<file path="src/rtl/dmem_host_loader_if.sv">
// Host-side stream and data-memory port bundle for dmem_host_loader.
// The master modport is the loader. The slave modport is the host, stream and memory side.
interface dmem_host_loader_if #(
    parameter int AW = 8
);
    logic          in_valid;
    logic [7:0]    in_data;
    logic          in_ready;

    logic          out_valid;
    logic [7:0]    out_data;
    logic          out_ready;

    logic          mem_sel;
    logic          mem_wr_en;
    logic [AW-1:0] mem_addr;
    logic [7:0]    mem_wdata;
    logic [7:0]    mem_rdata;

    modport master (
        input  in_valid, in_data, out_ready, mem_rdata,
        output in_ready, out_valid, out_data,
        output mem_sel, mem_wr_en, mem_addr, mem_wdata
    );

    modport slave (
        output in_valid, in_data, out_ready, mem_rdata,
        input  in_ready, out_valid, out_data,
        input  mem_sel, mem_wr_en, mem_addr, mem_wdata
    );
endinterface

</file>
<file path="src/rtl/dmem_host_loader.sv">
// Loads a byte image into data memory, lets the core run until it reports done,
// then streams a window of data memory back to the host.
module dmem_host_loader #(
    parameter int AW        = 8,
    parameter int LOAD_BASE = 0,
    parameter int LOAD_LEN  = 64,
    parameter int RD_BASE   = 64,
    parameter int RD_LEN    = 64,
    parameter int TIMEOUT   = 4095
) (
    input  logic                clk,
    input  logic                reset,
    input  logic                go,
    dmem_host_loader_if.master  bus,
    output logic                cpu_hold,
    input  logic                cpu_done,
    output logic                busy,
    output logic                err,
    output logic [15:0]         run_cycles
);

    if (LOAD_LEN < 1 || RD_LEN < 1 || TIMEOUT < 1 || TIMEOUT > 65535 ||
        LOAD_BASE + LOAD_LEN > 2**AW || RD_BASE + RD_LEN > 2**AW) begin : g_bad_params
        $error("dmem_host_loader: load/readback window or timeout out of range");
    end

    typedef enum logic [2:0] {S_IDLE, S_LOAD, S_RUN, S_READ, S_FIN, S_ERR} state_t;

    typedef struct packed {
        logic busy;
        logic cpu_hold;
        logic mem_sel;
        logic in_ready;
        logic out_valid;
    } flags_t;

    localparam logic [AW-1:0] LOAD_BASE_A = AW'(LOAD_BASE);
    localparam logic [AW-1:0] RD_BASE_A   = AW'(RD_BASE);
    localparam logic [AW-1:0] LOAD_LAST   = AW'(LOAD_LEN - 1);
    localparam logic [AW-1:0] RD_LAST     = AW'(RD_LEN - 1);
    localparam logic [15:0]   TIMEOUT_C   = 16'(TIMEOUT);

    function automatic flags_t flags_of(input state_t s);
        flags_t f;
        f.busy      = (s == S_LOAD) || (s == S_RUN) || (s == S_READ);
        f.cpu_hold  = (s != S_RUN);
        f.mem_sel   = (s != S_RUN);
        f.in_ready  = (s == S_LOAD);
        f.out_valid = (s == S_READ);
        return f;
    endfunction

    state_t        state;
    flags_t        flags;
    logic [AW-1:0] idx;
    logic [15:0]   rc_next;
    logic          in_fire;
    logic          out_fire;

    assign in_fire  = flags.in_ready & bus.in_valid;
    assign out_fire = flags.out_valid & bus.out_ready;
    assign rc_next  = (&run_cycles) ? run_cycles : run_cycles + 16'd1;

    // NOTE: the status flags are registered together with the state they decode,
    // so every transition loads flags_of(<next state>) in the same assignment.
    // Data memory itself lives outside this block and is never cleared by reset.
    always_ff @(posedge clk or negedge reset) begin
        if (!reset) begin
            state      <= S_IDLE;
            flags      <= flags_of(S_IDLE);
            idx        <= '0;
            run_cycles <= '0;
            err        <= 1'b0;
        end else begin
            case (state)
                S_IDLE, S_ERR: begin
                    if (go) begin
                        state      <= S_LOAD;
                        flags      <= flags_of(S_LOAD);
                        idx        <= '0;
                        run_cycles <= '0;
                        err        <= 1'b0;
                    end
                end
                S_LOAD: begin
                    if (in_fire) begin
                        if (idx == LOAD_LAST) begin
                            idx   <= '0;
                            state <= S_RUN;
                            flags <= flags_of(S_RUN);
                        end else begin
                            idx <= idx + 1'b1;
                        end
                    end
                end
                S_RUN: begin
                    run_cycles <= rc_next;
                    // run_cycles is still zero only on the first RUN cycle, where done is ignored
                    if (cpu_done && run_cycles != '0) begin
                        state <= S_READ;
                        flags <= flags_of(S_READ);
                    end else if (rc_next >= TIMEOUT_C) begin
                        state <= S_ERR;
                        flags <= flags_of(S_ERR);
                        err   <= 1'b1;
                    end
                end
                S_READ: begin
                    if (out_fire) begin
                        if (idx == RD_LAST) begin
                            idx   <= '0;
                            state <= S_FIN;
                            flags <= flags_of(S_FIN);
                        end else begin
                            idx <= idx + 1'b1;
                        end
                    end
                end
                S_FIN: begin
                    state <= S_IDLE;
                    flags <= flags_of(S_IDLE);
                end
                default: begin
                    state <= S_IDLE;
                    flags <= flags_of(S_IDLE);
                end
            endcase
        end
    end

    // NOTE: a default assignment comes first so no path through this block infers a latch.
    always_comb begin
        bus.mem_addr = '0;
        if (flags.in_ready) begin
            bus.mem_addr = LOAD_BASE_A + idx;
        end else if (flags.out_valid) begin
            bus.mem_addr = RD_BASE_A + idx;
        end
    end

    assign busy          = flags.busy;
    assign cpu_hold      = flags.cpu_hold;
    assign bus.mem_sel   = flags.mem_sel;
    assign bus.in_ready  = flags.in_ready;
    assign bus.out_valid = flags.out_valid;
    assign bus.mem_wr_en = in_fire;
    assign bus.mem_wdata = flags.in_ready ? bus.in_data : 8'h00;
    // The address is held while stalled, so the read byte stays stable until it is accepted.
    assign bus.out_data  = flags.out_valid ? bus.mem_rdata : 8'h00;

endmodule
</file>
<file path="src/flat_wrapper.sv">
// flat-port wrapper written by rule: the top's interface ports become plain ports
module dmem_host_loader_flat 
#(
    parameter int AW        = 8,
    parameter int LOAD_BASE = 0,
    parameter int LOAD_LEN  = 64,
    parameter int RD_BASE   = 64,
    parameter int RD_LEN    = 64,
    parameter int TIMEOUT   = 4095
)
  (clk, reset, go, cpu_hold, cpu_done, busy, err, run_cycles, bus_in_valid, bus_in_data, bus_out_ready, bus_mem_rdata, bus_in_ready, bus_out_valid, bus_out_data, bus_mem_sel, bus_mem_wr_en, bus_mem_addr, bus_mem_wdata);
  dmem_host_loader_if #(.AW(AW)) bus_i ();
  input  logic clk;
  input  logic reset;
  input  logic go;
  output logic cpu_hold;
  input  logic cpu_done;
  output logic busy;
  output logic err;
  output logic [15:0] run_cycles;
  input wire logic [$bits(bus_i.in_valid)-1:0] bus_in_valid;
  input wire logic [$bits(bus_i.in_data)-1:0] bus_in_data;
  input wire logic [$bits(bus_i.out_ready)-1:0] bus_out_ready;
  input wire logic [$bits(bus_i.mem_rdata)-1:0] bus_mem_rdata;
  output wire logic [$bits(bus_i.in_ready)-1:0] bus_in_ready;
  output wire logic [$bits(bus_i.out_valid)-1:0] bus_out_valid;
  output wire logic [$bits(bus_i.out_data)-1:0] bus_out_data;
  output wire logic [$bits(bus_i.mem_sel)-1:0] bus_mem_sel;
  output wire logic [$bits(bus_i.mem_wr_en)-1:0] bus_mem_wr_en;
  output wire logic [$bits(bus_i.mem_addr)-1:0] bus_mem_addr;
  output wire logic [$bits(bus_i.mem_wdata)-1:0] bus_mem_wdata;
  assign bus_i.in_valid = bus_in_valid;
  assign bus_i.in_data = bus_in_data;
  assign bus_i.out_ready = bus_out_ready;
  assign bus_i.mem_rdata = bus_mem_rdata;
  assign bus_in_ready = bus_i.in_ready;
  assign bus_out_valid = bus_i.out_valid;
  assign bus_out_data = bus_i.out_data;
  assign bus_mem_sel = bus_i.mem_sel;
  assign bus_mem_wr_en = bus_i.mem_wr_en;
  assign bus_mem_addr = bus_i.mem_addr;
  assign bus_mem_wdata = bus_i.mem_wdata;
  dmem_host_loader #(.AW(AW), .LOAD_BASE(LOAD_BASE), .LOAD_LEN(LOAD_LEN), .RD_BASE(RD_BASE), .RD_LEN(RD_LEN), .TIMEOUT(TIMEOUT)) u_core (.clk(clk), .reset(reset), .go(go), .bus(bus_i), .cpu_hold(cpu_hold), .cpu_done(cpu_done), .busy(busy), .err(err), .run_cycles(run_cycles));
endmodule
</file>
<file path="config.mk">
export PLATFORM = sky130hd
export DESIGN_NAME = dmem_host_loader_flat
export DESIGN_NICKNAME = d
export VERILOG_FILES = /design/src/rtl/dmem_host_loader_if.sv /design/src/rtl/dmem_host_loader.sv /design/src/flat_wrapper.sv
export SDC_FILE = /design/constraint.sdc
export NUM_CORES = 1
export LEC_CHECK = 0
export ABC_AREA = 1
export BUFFER_PORTS_ARGS = -buffer_cell sky130_fd_sc_hd__buf_4
export CAP_MARGIN = 10
export CORE_MARGIN = 3
export CORE_UTILIZATION = 50
export CTS_CLUSTER_SIZE = 30
export DETAILED_ROUTE_END_ITERATION = 10
export PLACE_DENSITY = 0.78
export SYNTH_ARGS = -nofsm -noshare
export SYNTH_HDL_FRONTEND = slang
export SYNTH_SLANG_ARGS = --single-unit
export TNS_END_PERCENT = 30
</file>
<file path="constraint.sdc">
create_clock -name clk -period 2.1 [get_ports clk]
set_input_delay 0.105 -clock clk [delete_from_list [all_inputs] [get_ports clk]]
set_output_delay 0.105 -clock clk [all_outputs]
set_load 0.03 [all_outputs]
</file>
==> run_results.csv, run 1 <==
group,metric,value,unit
clock_network,clockBufferDepth,2,
min_path,hp-class,"in2reg",
routing,routed_wl,6702,um
finish,drive_above_1_share,31.29,%
floorplan,dieArea,0.005302,mm^2
worst_setup_path,critPathTopFamily,"simple AND/OR/NAND/NOR gates",
power,irDropWorstVdd,937.1,uV
clock_network,cts_made_buffers,5,
finish,fillers,338,
synthesis,yosysSeqAreaShare,35.93,%
sta,rsz0062_at_grt,"yes",
finish,fin_nets,450,
power,seqPwrFrac,25.8,%
routing,drt-initial-drc-count,135,
clock_network,htreeDepth,2,
power,pwr-share-clk,15.7,%
synthesis,yosys_warnings,0,
finish,instances_no_fill,475,
worst_setup_path,crit_type,"reg2reg",
sta,worst_clock_skew,0.005125,ns
synthesis,synth_area,0.002232,mm^2
power,switching_share,48.88,%
sta,slew_viol_final,0,
routing,wl_per_cell,14.11,um
floorplan,io_pins,69,
sta,min_period_over_period,103.0,%
sta,timing.fmax,462.2,MHz
finish,syn_to_final_growth,39.46,%
run_status,violations,"setup timing",
worst_setup_path,critPathMaxStageDelay,0.44,ns
synthesis,yosys_register_bits,32,
worst_setup_path,cp.buffers_inverters,1,
worst_setup_path,cpMostUsedCell,"nand2_4",
job,maxCapViolations,0,
finish,antenna_cells,0,
floorplan,initial_core_util,53.86,%
routing,dr.pass1.iters,5,
worst_setup_path,critPathSlowestCell,"dfrtp_2",
worst_setup_path,crit_path_cell_trace,"ha_4 > nand2_4 > nor2_4 > nand2_4 > nor2_8 > inv_6 > o21ai_2 > nand2_1 > nor2_2 > nand3_2 > nand3_4 > nand2_4 > nand2_2 > nand2_2",
routing,drtAntennaViolNets,0,
global_routing,grt_pass1_wl,10630,um
power,leakage,0.001705,uW
sta,finalHoldViolCount,0,
worst_setup_path,setup.worst_path.start,"u_core.run_cycles[0]",
placement,place_inst,459,
global_routing,antenna_found_initial,0,
worst_setup_path,r2r_start,"u_core.run_cycles[0]",
clock_network,cts_sinks,32,
synthesis,yosys-top-cells-area,"dfrtp_1, nand2_1, inv_1",
worst_setup_path,required,2.27,ns
clock_network,clk_pin_slew_worst_paths,0.07,ns
power,p_comb_share,58.5,%
worst_setup_path,reg2reg_slack,-0.06,ns
placement,dpl_cell_area,0.002913,mm^2
placement,gp_congestion,0.8987,
sta,worst_slew_pin_slew,0.5366,ns
global_routing,grt_max_degree,33,
sta,period_needed,2.164,ns
global_routing,grt_pass1_vias,2334,
synthesis,syn_inst,329,
synthesis,yosysTopAreaCellShare,34.75,%
floorplan,die_w,72.82,um
sta,fin_hold_ws,0.1687,ns
floorplan,num_rows,23,
synthesis,yosysTopAreaCell,"dfrtp_1",
sta,maxSlewHeadroom,64.09,%
worst_setup_path,cp_max_fo,8,
routing,drc,0,
clock_network,cts_tree,"done",
min_path,holdCritStartpoint,"go",
sta,worst_slack,-0.06359,ns
worst_setup_path,cp-end-kind,"flip-flop",
worst_setup_path,worst_ep_arrival_time,2.34,ns
synthesis,synth_fp_nets,355,
finish,final_cell_area,0.003113,mm^2
power,powerDensity,1029,mW/mm^2
run_status,status,"finished, violations left",
floorplan,die_h,72.82,um
clock_network,clockRootBuffer,"clkbuf_8",
clock_network,insertion_delay,0.29,ns
synthesis,ys_types,36,
power,internal_power,1638,uW
sta,finalSetupViolations,7,
routing,vias,2497,
routing,via_per_inst,5.257,
synthesis,synth_area_per_cell,6.785,um^2
floorplan,core,0.004144,mm^2
worst_setup_path,start_kind,"flip-flop",
placement,place_ws,0.01806,ns
global_routing,track_usage,25.74,%
power,p_sw,1566,uW
placement,portBuffers,68,
global_routing,overflow,0,
placement,place_hpwl,4907,um
[worst paths after layout]
kind / to / cells past startpoint
worst max-delay path: u_core.bus.out_valid / 14
worst min-delay path: u_core.bus.in_ready / 5
worst max register to register: u_core.bus.out_valid / 14
worst min register to register: u_core.cpu_hold / 2
max in group asynchronous: u_core.cpu_hold / 2
min in group asynchronous: u_core.run_cycles[8] / 2
[Yosys cell counts]
| cell type | n |
|---|---|
| nor3b_1 | 2 |
| inv_1 | 54 |
| nand2_4 | 2 |
| nor2_4 | 1 |
| nor3_1 | 6 |
| ha_1 | 4 |
| nor2_1 | 31 |
| clkbuf_1 | 2 |
| nand4_1 | 5 |
| a22oi_1 | 2 |
| nor4_1 | 3 |
| nor2_2 | 6 |
| o22ai_1 | 5 |
| dfrtp_1 | 31 |
| inv_4 | 1 |
| a21oi_1 | 8 |
| nand3_4 | 1 |
| nor2_8 | 1 |
| buf_2 | 3 |
| nand3_1 | 26 |
| nand2_1 | 92 |
| dfstp_2 | 1 |
| xor2_1 | 6 |
| o21ai_0 | 22 |
| buf_4 | 1 |
| a31oi_1 | 1 |
| o211ai_1 | 1 |
| nand2_2 | 2 |
| nand3_2 | 1 |
| o21ai_2 | 1 |
| a21oi_2 | 1 |
| a22o_1 | 2 |
| clkinv_1 | 1 |
| o21a_1 | 1 |
| nor3_2 | 1 |
| inv_2 | 1 |
[timing repair]
item	in CTS	in global routing
hold endpoints to repair	31	0
resized for setup	0	17
endpoints found under the setup margin	2	9
setup buffers	0	7
hold buffers	1	0
pin swaps	1	11
[registers in the layout, summed over array words and instances, names as in the netlist]
register and count:
u_core.bus.out_valid 1, u_core.busy 1, u_core.run_cycles 16, u_core.err 1
u_core.idx 8, u_core.cpu_hold 1, u_core.bus.in_ready 1, u_core.state 3
[worst reg2reg max path, cell delays in order, from the launching register on]
cell and delay (ns):
dfrtp_2 0.44, ha_4 0.17, nand2_4 0.05, nor2_4 0.16, nand2_4 0.11, nor2_8 0.20
inv_6 0.07, o21ai_2 0.08, nand2_1 0.10, nor2_2 0.17, nand3_2 0.14, nand3_4 0.12
nand2_4 0.09, nand2_2 0.11, nand2_2 0.04
[stage by stage]
stage / total power, uW / TNS, ns / util [%]
6_report: 3204 / -0.2764 / 75.12
5_1_grt: 3423 / -1.383 / 75.12
4_1_cts: 3135 / 0 / 72.71
3_5_place_dp: 2616 / 0 / 70.29
3_3_place_gp: 2583 / 0 / 70.29
2_1_floorplan: 1981 / 0 / -
[power groups by stage]
stage | clock, uW | sequential, uW | combinational (uW)
after global routing | 530 | 841 | 2050
after global placement | 0 | 824 | 1760
after detailed placement | 0 | 827 | 1790
after floorplan | 0 | 941 | 1040
final | 504 | 827 | 1870
after CTS | 501 | 817 | 1820
[cells by family (layout without fill, tap and decap cells)]
logic type | Yosys count | after routing | share of synthesized area (%)
AO/OA/AOI/OAI | 44 | 44 | 11.32
buffers and inverters | 63 | 159 | 11.04
flip-flops | 32 | 32 | 35.93
AND/OR/NAND/NOR | 180 | 180 | 37.11
adder cells (fa/ha/maj) | 4 | 4 | 2.242
XOR/XNOR | 6 | 6 | 2.354
[cell usage in the layout (no fill, tap or decap), types with 2 or more instances in the layout]
master    instances
dfrtp_2           2
nand2_4           3
nand4_1           5
clkbuf_1          2
nor3_1            6
o21ai_1           2
nor2_1           26
o21ai_0          20
nor4_1            3
a22oi_1           2
nand2_1          86
dfrtp_1          29
buf_4            93
ha_1              3
nor2_2           11
clkbuf_8          6
nand2_2           7
a22o_1            2
inv_1            54
nand3_1          26
a21oi_1           8
xor2_1            6
nor3b_1           2
o22ai_1           5
[metal layers]
| metal | track usage (%) | share of wire (%) |
|---|---|---|
| met5 | 0 | 0 |
| met4 | 9.016 | 1.6 |
| met3 | 5.785 | 6.2 |
| met2 | 39.08 | 48 |
| met1 | 36.05 | 44 |
[layout make-up]
| class | instances | area [um^2] | area share, % |
|---|---|---|---|
| multi-input cells | 234 | 1229 | 39.47 |
| flip-flops and latches | 32 | 804.5 | 25.84 |
| repair buffers | 94 | 708.2 | 22.75 |
| inverters | 57 | 219.0 | 7.034 |
| clock buffers | 8 | 90.09 | 2.894 |
| well taps | 50 | 62.56 | 2.010 |
Power figures use the tool's default switching activity.
==> inputs of run 2 (changes only) <==
--- a/config.mk
+++ b/config.mk
@@ -8,11 +8,14 @@
 export ABC_AREA = 1
 export BUFFER_PORTS_ARGS = -buffer_cell sky130_fd_sc_hd__buf_4
 export CAP_MARGIN = 10
+export CELL_PAD_IN_SITES_DETAIL_PLACEMENT = 0
+export CELL_PAD_IN_SITES_GLOBAL_PLACEMENT = 1
 export CORE_MARGIN = 3
-export CORE_UTILIZATION = 50
+export CORE_UTILIZATION = 35
 export CTS_CLUSTER_SIZE = 30
 export DETAILED_ROUTE_END_ITERATION = 10
-export PLACE_DENSITY = 0.78
+export GPL_TIMING_DRIVEN = 0
+export PLACE_DENSITY_LB_ADDON = 0.1
 export SYNTH_ARGS = -nofsm -noshare
 export SYNTH_HDL_FRONTEND = slang
 export SYNTH_SLANG_ARGS = --single-unit
==> run_results.csv, run 2 (synthesis gave the netlist of run 1 again) <==
group,metric,value,unit
worst_setup_path,r2r_end,"u_core.state[0]",
routing,dr.pass1.iters,4,
sta,finalSetupViolations,0,
finish,fin_nets,439,
worst_setup_path,crit_path_end,"u_core.state[0]",
worst_setup_path,cp_max_fo,7,
finish,final_util,50.91,%
clock_network,clockRootBuffer,"clkbuf_8",
worst_setup_path,r2r_start,"u_core.run_cycles[1]",
worst_setup_path,worst_ep_arrival_time,2.20,ns
clock_network,clk_pin_slew_worst_paths,0.07,ns
sta,min_period_over_period,96.35,%
routing,vias,2312,
placement,place_hpwl,4768,um
finish,drive_above_1_share,30.68,%
finish,largestRegisters,"u_core.run_cycles (16), u_core.idx (8), u_core.state (3)",
floorplan,dieArea,0.007372,mm^2
job,maxCapViolations,0,
floorplan,core,0.006061,mm^2
finish,syn_to_final_growth,38.23,%
routing,drc,0,
worst_setup_path,setup.worst_path.start,"u_core.run_cycles[1]",
power,leakage,0.001640,uW
run_status,status,"complete, no violations",
min_path,holdPathStages,5,
clock_network,cts_made_buffers,5,
routing,wl_met3,263,um
global_routing,track_usage,17.72,%
min_path,holdCritStartpoint,"go",
routing,drt-initial-drc-count,115,
clock_network,cts_tree,"done",
global_routing,overflow,0,
sta,worst_clock_skew,0.004427,ns
clock_network,htreeDepth,2,
routing,top_layer,"met4",
floorplan,io_pins,69,
worst_setup_path,reg2reg_slack,0.08,ns
clock_network,clockBufferDepth,2,
routing,wl_per_cell,12.97,um
worst_setup_path,crit_type,"reg2reg",
sta,rsz0062_at_grt,"yes",
floorplan,num_rows,28,
placement,gp_congestion,0.8565,
sta,maxSlewHeadroom,60.68,%
sta,timing.fmax,494.2,MHz
floorplan,die_h,85.86,um
global_routing,antenna_found_initial,0,
finish,layout_commonest_cell,"nand2_1",
global_routing,grt_max_degree,33,
finish,layout_common_cells,"nand2_1, buf_4, inv_1",
finish,regMostFlops,"u_core.run_cycles",
power,irDropWorstVdd,677.2,uV
global_routing,grt_pass1_wl,10430,um
min_path,hp-class,"in2reg",
worst_setup_path,start_kind,"flip-flop",
worst_setup_path,cp-end-kind,"flip-flop",
clock_network,insertion_delay,0.29,ns
floorplan,die_w,85.86,um
global_routing,grt_pass1_vias,2141,
sta,period_needed,2.023,ns
routing,routed_wl,6342,um
placement,portBuffers,68,
clock_network,cts_sinks,32,
routing,via_per_inst,4.728,
finish,antenna_cells,0,
routing,drtAntennaViolNets,0,
sta,finalHoldViolCount,0,
finish,largest_reg_flops,16,
routing,m1WireLength,3307,um
routing,met2_length,2731,um
floorplan,initial_core_util,36.83,%
worst_setup_path,reg2regPathDepth,16,
sta,slew_viol_final,0,
worst_setup_path,required,2.28,ns
power,powerDensity,1054,mW/mm^2
sta,worst_slew_pin_slew,0.5871,ns
sta,fin_hold_ws,0.1575,ns
[run 2: cell types whose count changed in the layout (fill, tap and decap cells not counted), moves of 2 or more]
cell	delta
buf_4	-16
dfrtp_1	-6
dfrtp_2	+6
nand2_1	+6
nand2_2	-5
buf_2	+3
nand3_1	-2
nand3_2	+2
o21ai_0	+2
o21ai_1	-2
[run 2: worst max-delay path: stages (launching register included)]
cell,delay (ns)
dfrtp_2,0.44
ha_4,0.19
nand2_2,0.08
nor2_4,0.06
nand2_4,0.11
nor2_8,0.06
buf_4,0.15
nand2_1,0.05
nand2_1,0.07
nor2_1,0.09
nand2_1,0.05
nor2_1,0.11
nand3_2,0.12
nand3_4,0.12
nand2_4,0.09
nand2_1,0.08
nand2_1,0.05
[run 2: worst min-delay path by stage]
| stage | end | slack, ns |
|---|---|---|
| global placement | u_core.run_cycles[9] | 0.08 |
| CTS | u_core.bus.in_ready | 0.14 |
| detailed placement | u_core.run_cycles[9] | 0.08 |
| global route | u_core.bus.in_ready | 0.24 |
| floorplan | u_core.bus.in_ready | -0.19 |
| finish | u_core.bus.in_ready | 0.16 |
[run 2: where the power goes]
| part | total [uW] | internal [uW] | leakage [uW] | switching [uW] |
|---|---|---|---|---|
| Clock | 664 | 419 | 0.0000645 | 245 |
| Sequential | 828 | 733 | 0.000419 | 94.5 |
| Combinational | 1760 | 587 | 0.00116 | 1170 |
| Total | 3250 | 1740 | 0.00164 | 1510 |
[run 2: layer usage]
metal / global-route usage (%) / vias up
li1: - / 1219
met1: 26.77 / 1035
met4: 3.022 / 0
met5: 0 / -
met3: 3.746 / 5
met2: 26.21 / 53
[run 2: repair_timing]
action / CTS / global route
buffers inserted: 3 / 5
hold buffers: 1 / 0
resized for setup: 4 / 15
hold endpoints to repair: 31 / 0
pin swaps: 1 / 6
setup endpoints to repair: 8 / 20
[run 2: cell type report]
type	count	area [um^2]
repair buffers	77	580.6
fillers	652	2975
inverters	57	216.5
plain buffers	6	31.28
clock inverters	1	30.03
well taps	75	93.84
multi-input cells	234	1225
clock buffers	7	96.34
flip-flops and latches	32	812.0
[run 2: metrics by stage]
stage | setup TNS (ns) | cell area, um^2 | cells | setup slack, ns | power (uW)
CTS | 0 | 3013 | 484 | 0.01482 | 3254
finish | 0 | 3085 | 489 | 0.07657 | 3253
floorplan | 0 | 2235 | 329 | 0.07893 | 1981
global placement | -1.409 | 2839 | 472 | -0.1953 | 2541
global route | -0.6395 | 3085 | 489 | -0.09670 | 3532
detailed placement | -1.486 | 2839 | 472 | -0.2092 | 2550
==> inputs of run 3 (changes only) <==
--- a/config.mk
+++ b/config.mk
@@ -16,6 +16,7 @@
 export DETAILED_ROUTE_END_ITERATION = 10
 export GPL_TIMING_DRIVEN = 0
 export PLACE_DENSITY_LB_ADDON = 0.1
+export SETUP_SLACK_MARGIN = 0.02
 export SYNTH_ARGS = -nofsm -noshare
 export SYNTH_HDL_FRONTEND = slang
 export SYNTH_SLANG_ARGS = --single-unit
==> constraint.sdc (replaced) <==
create_clock -name clk -period 2.06 [get_ports clk]
set_input_delay 0.103 -clock clk [delete_from_list [all_inputs] [get_ports clk]]
set_output_delay 0.103 -clock clk [all_outputs]
set_load 0.03 [all_outputs]
==> run_results.csv, run 3 (synthesis gave the netlist of run 1 again) <==
group,metric,value,unit
min_path,holdPathStages,3,
routing,drt-initial-drc-count,119,
finish,fillers,632,
power,irDropWorstVdd,691.7,uV
worst_setup_path,worst_ep_arrival_time,2.20,ns
floorplan,io_pins,69,
job,maxCapViolations,0,
finish,layout_common_cells,"buf_4, nand2_1, inv_1",
worst_setup_path,cp_max_fo,7,
floorplan,die_w,85.86,um
routing,drc,0,
finish,fin_nets,451,
placement,gp_congestion,0.8565,
global_routing,track_usage,18.06,%
floorplan,dieArea,0.007372,mm^2
finish,regMostFlops,"u_core.run_cycles",
routing,vias,2416,
clock_network,clk_pin_slew_worst_paths,0.07,ns
clock_network,clockBufferDepth,2,
power,powerDensity,1037,mW/mm^2
routing,dr.pass1.iters,4,
worst_setup_path,reg2reg_slack,0.08,ns
global_routing,overflow,0,
finish,regArea,814.5,um^2
floorplan,initial_core_util,36.83,%
finish,largestRegisters,"u_core.run_cycles (16), u_core.idx (8), u_core.state (3)",
global_routing,grt_max_degree,33,
finish,instances_no_fill,501,
worst_setup_path,cp-end-kind,"flip-flop",
floorplan,die_h,85.86,um
clock_network,cts_made_buffers,5,
global_routing,grt_pass1_wl,10660,um
clock_network,htreeDepth,2,
sta,finalSetupViolations,0,
sta,slew_viol_final,0,
sta,timing.fmax,505.5,MHz
worst_setup_path,r2r_start,"u_core.run_cycles[1]",
finish,multi_input_area,0.001303,mm^2
clock_network,clockRootBuffer,"clkbuf_8",
sta,maxSlewHeadroom,61.02,%
placement,dpl_cell_area,0.002839,mm^2
finish,layout_commonest_cell,"buf_4",
worst_setup_path,r2r_end,"u_core.state[1]",
finish,antenna_cells,0,
clock_network,cts_sinks,32,
run_status,status,"complete, no violations",
clock_network,cts_tree,"done",
placement,place_inst,472,
routing,via_per_inst,4.822,
min_path,hold_end,"u_core.bus.out_valid",
global_routing,antenna_found_initial,0,
sta,rsz0062_at_grt,"yes",
routing,drtAntennaViolNets,0,
global_routing,grt_pass1_vias,2197,
worst_setup_path,reg2regPathDepth,14,
placement,place_hpwl,4768,um
sta,min_period_over_period,96.03,%
routing,routed_wl,6688,um
sta,worst_slew_pin_slew,0.5819,ns
worst_setup_path,crit_type,"reg2reg",
placement,portBuffers,68,
min_path,hp-class,"in2reg",
clock_network,insertion_delay,0.29,ns
power,leakage,0.001719,uW
sta,worst_clock_skew,0.006352,ns
finish,syn_to_final_growth,46.13,%
finish,final_cell_area,0.003262,mm^2
finish,drive_above_1_share,36.85,%
sta,finalHoldViolCount,0,
finish,largest_reg_flops,16,
floorplan,core,0.006061,mm^2
floorplan,num_rows,28,
routing,wl_per_cell,13.35,um
sta,period_needed,1.978,ns
worst_setup_path,start_kind,"flip-flop",
min_path,holdCritStartpoint,"cpu_done",
worst_setup_path,required,2.28,ns
-- run 3: changes by cell type in the layout (fill, tap and decap cells not counted), sizes merged --
cell	before	now
clkbuf	9	8
buf	80	93
-- run 3: routing by layer --
metal	global-route usage, %	wire [um]	vias up
met5	0	0	-
met4	3.022	14	0
met3	3.746	383	2
met2	26.91	3042	61
met1	27.19	3248	1110
li1	-	-	1243
-- run 3: stage by stage --
stage	power, uW	worst slack (ns)	hold slack (ns)	util (%)	setup TNS (ns)
after detailed placement	2599	-0.2492	0.08116	46.84	-1.806
after global routing	3658	-0.05874	0.1589	53.82	-0.3534
after CTS	3348	0.02383	0.1397	50.56	0
after global placement	2590	-0.2353	0.08080	46.84	-1.729
after floorplan	2019	0.03893	-0.1926	-	0
final	3383	0.08181	0.1508	53.82	0
-- run 3: cell type report --
class	count	share of cell area (%)
clock buffer	7	2.954
timing repair buffer	89	20.68
buffer	6	0.9590
sequential	32	24.97
tap	75	2.877
clock inverter	1	0.9206
inverter	57	6.713
multi-input combinational	234	39.93
-- run 3: how the worst max path moves through the flow --
| stage | from | depth (start not counted) | endpoint | slack [ns] |
|---|---|---|---|---|
| final | u_core.run_cycles[1] | 14 | u_core.state[1] | 0.08 |
| after global routing | u_core.run_cycles[2] | 12 | u_core.cpu_hold | -0.06 |
| after CTS | u_core.run_cycles[0] | 14 | u_core.state[1] | 0.02 |
| after detailed placement | u_core.run_cycles[0] | 14 | u_core.state[1] | -0.25 |
| after global placement | u_core.run_cycles[0] | 14 | u_core.bus.out_valid | -0.24 |
| after floorplan | u_core.run_cycles[0] | 14 | u_core.busy | 0.04 |
-- run 3: where the power goes --
group	switching, uW	leakage, uW	internal (uW)
clock	251	0.0000645	427
combinational	1240	0.00124	624
sequential	97.9	0.000415	747
total	1580	0.00172	1800
-- run 3: timing repair --
item | in CTS | in global routing
endpoints found under the hold margin | 31 | 0
pin swaps | 2 | 7
hold buffers | 1 | 0
gates resized for setup | 9 | 38
setup endpoints to repair | 10 | 18
gates cloned | 0 | 0
buffers inserted | 8 | 12
-- run 3: critical path, cell delays in order, from the launching register on --
cell and delay (ns):
dfrtp_2 0.39, ha_4 0.17, nand2_4 0.06, nor2_4 0.12, nand2_4 0.09, buf_4 0.16
nor2_4 0.08, nand2_1 0.08, a21oi_2 0.13, nand3_1 0.12, nor2_4 0.14, nand3_4 0.12
nand2_4 0.13, nand2_1 0.06, nand2_1 0.05
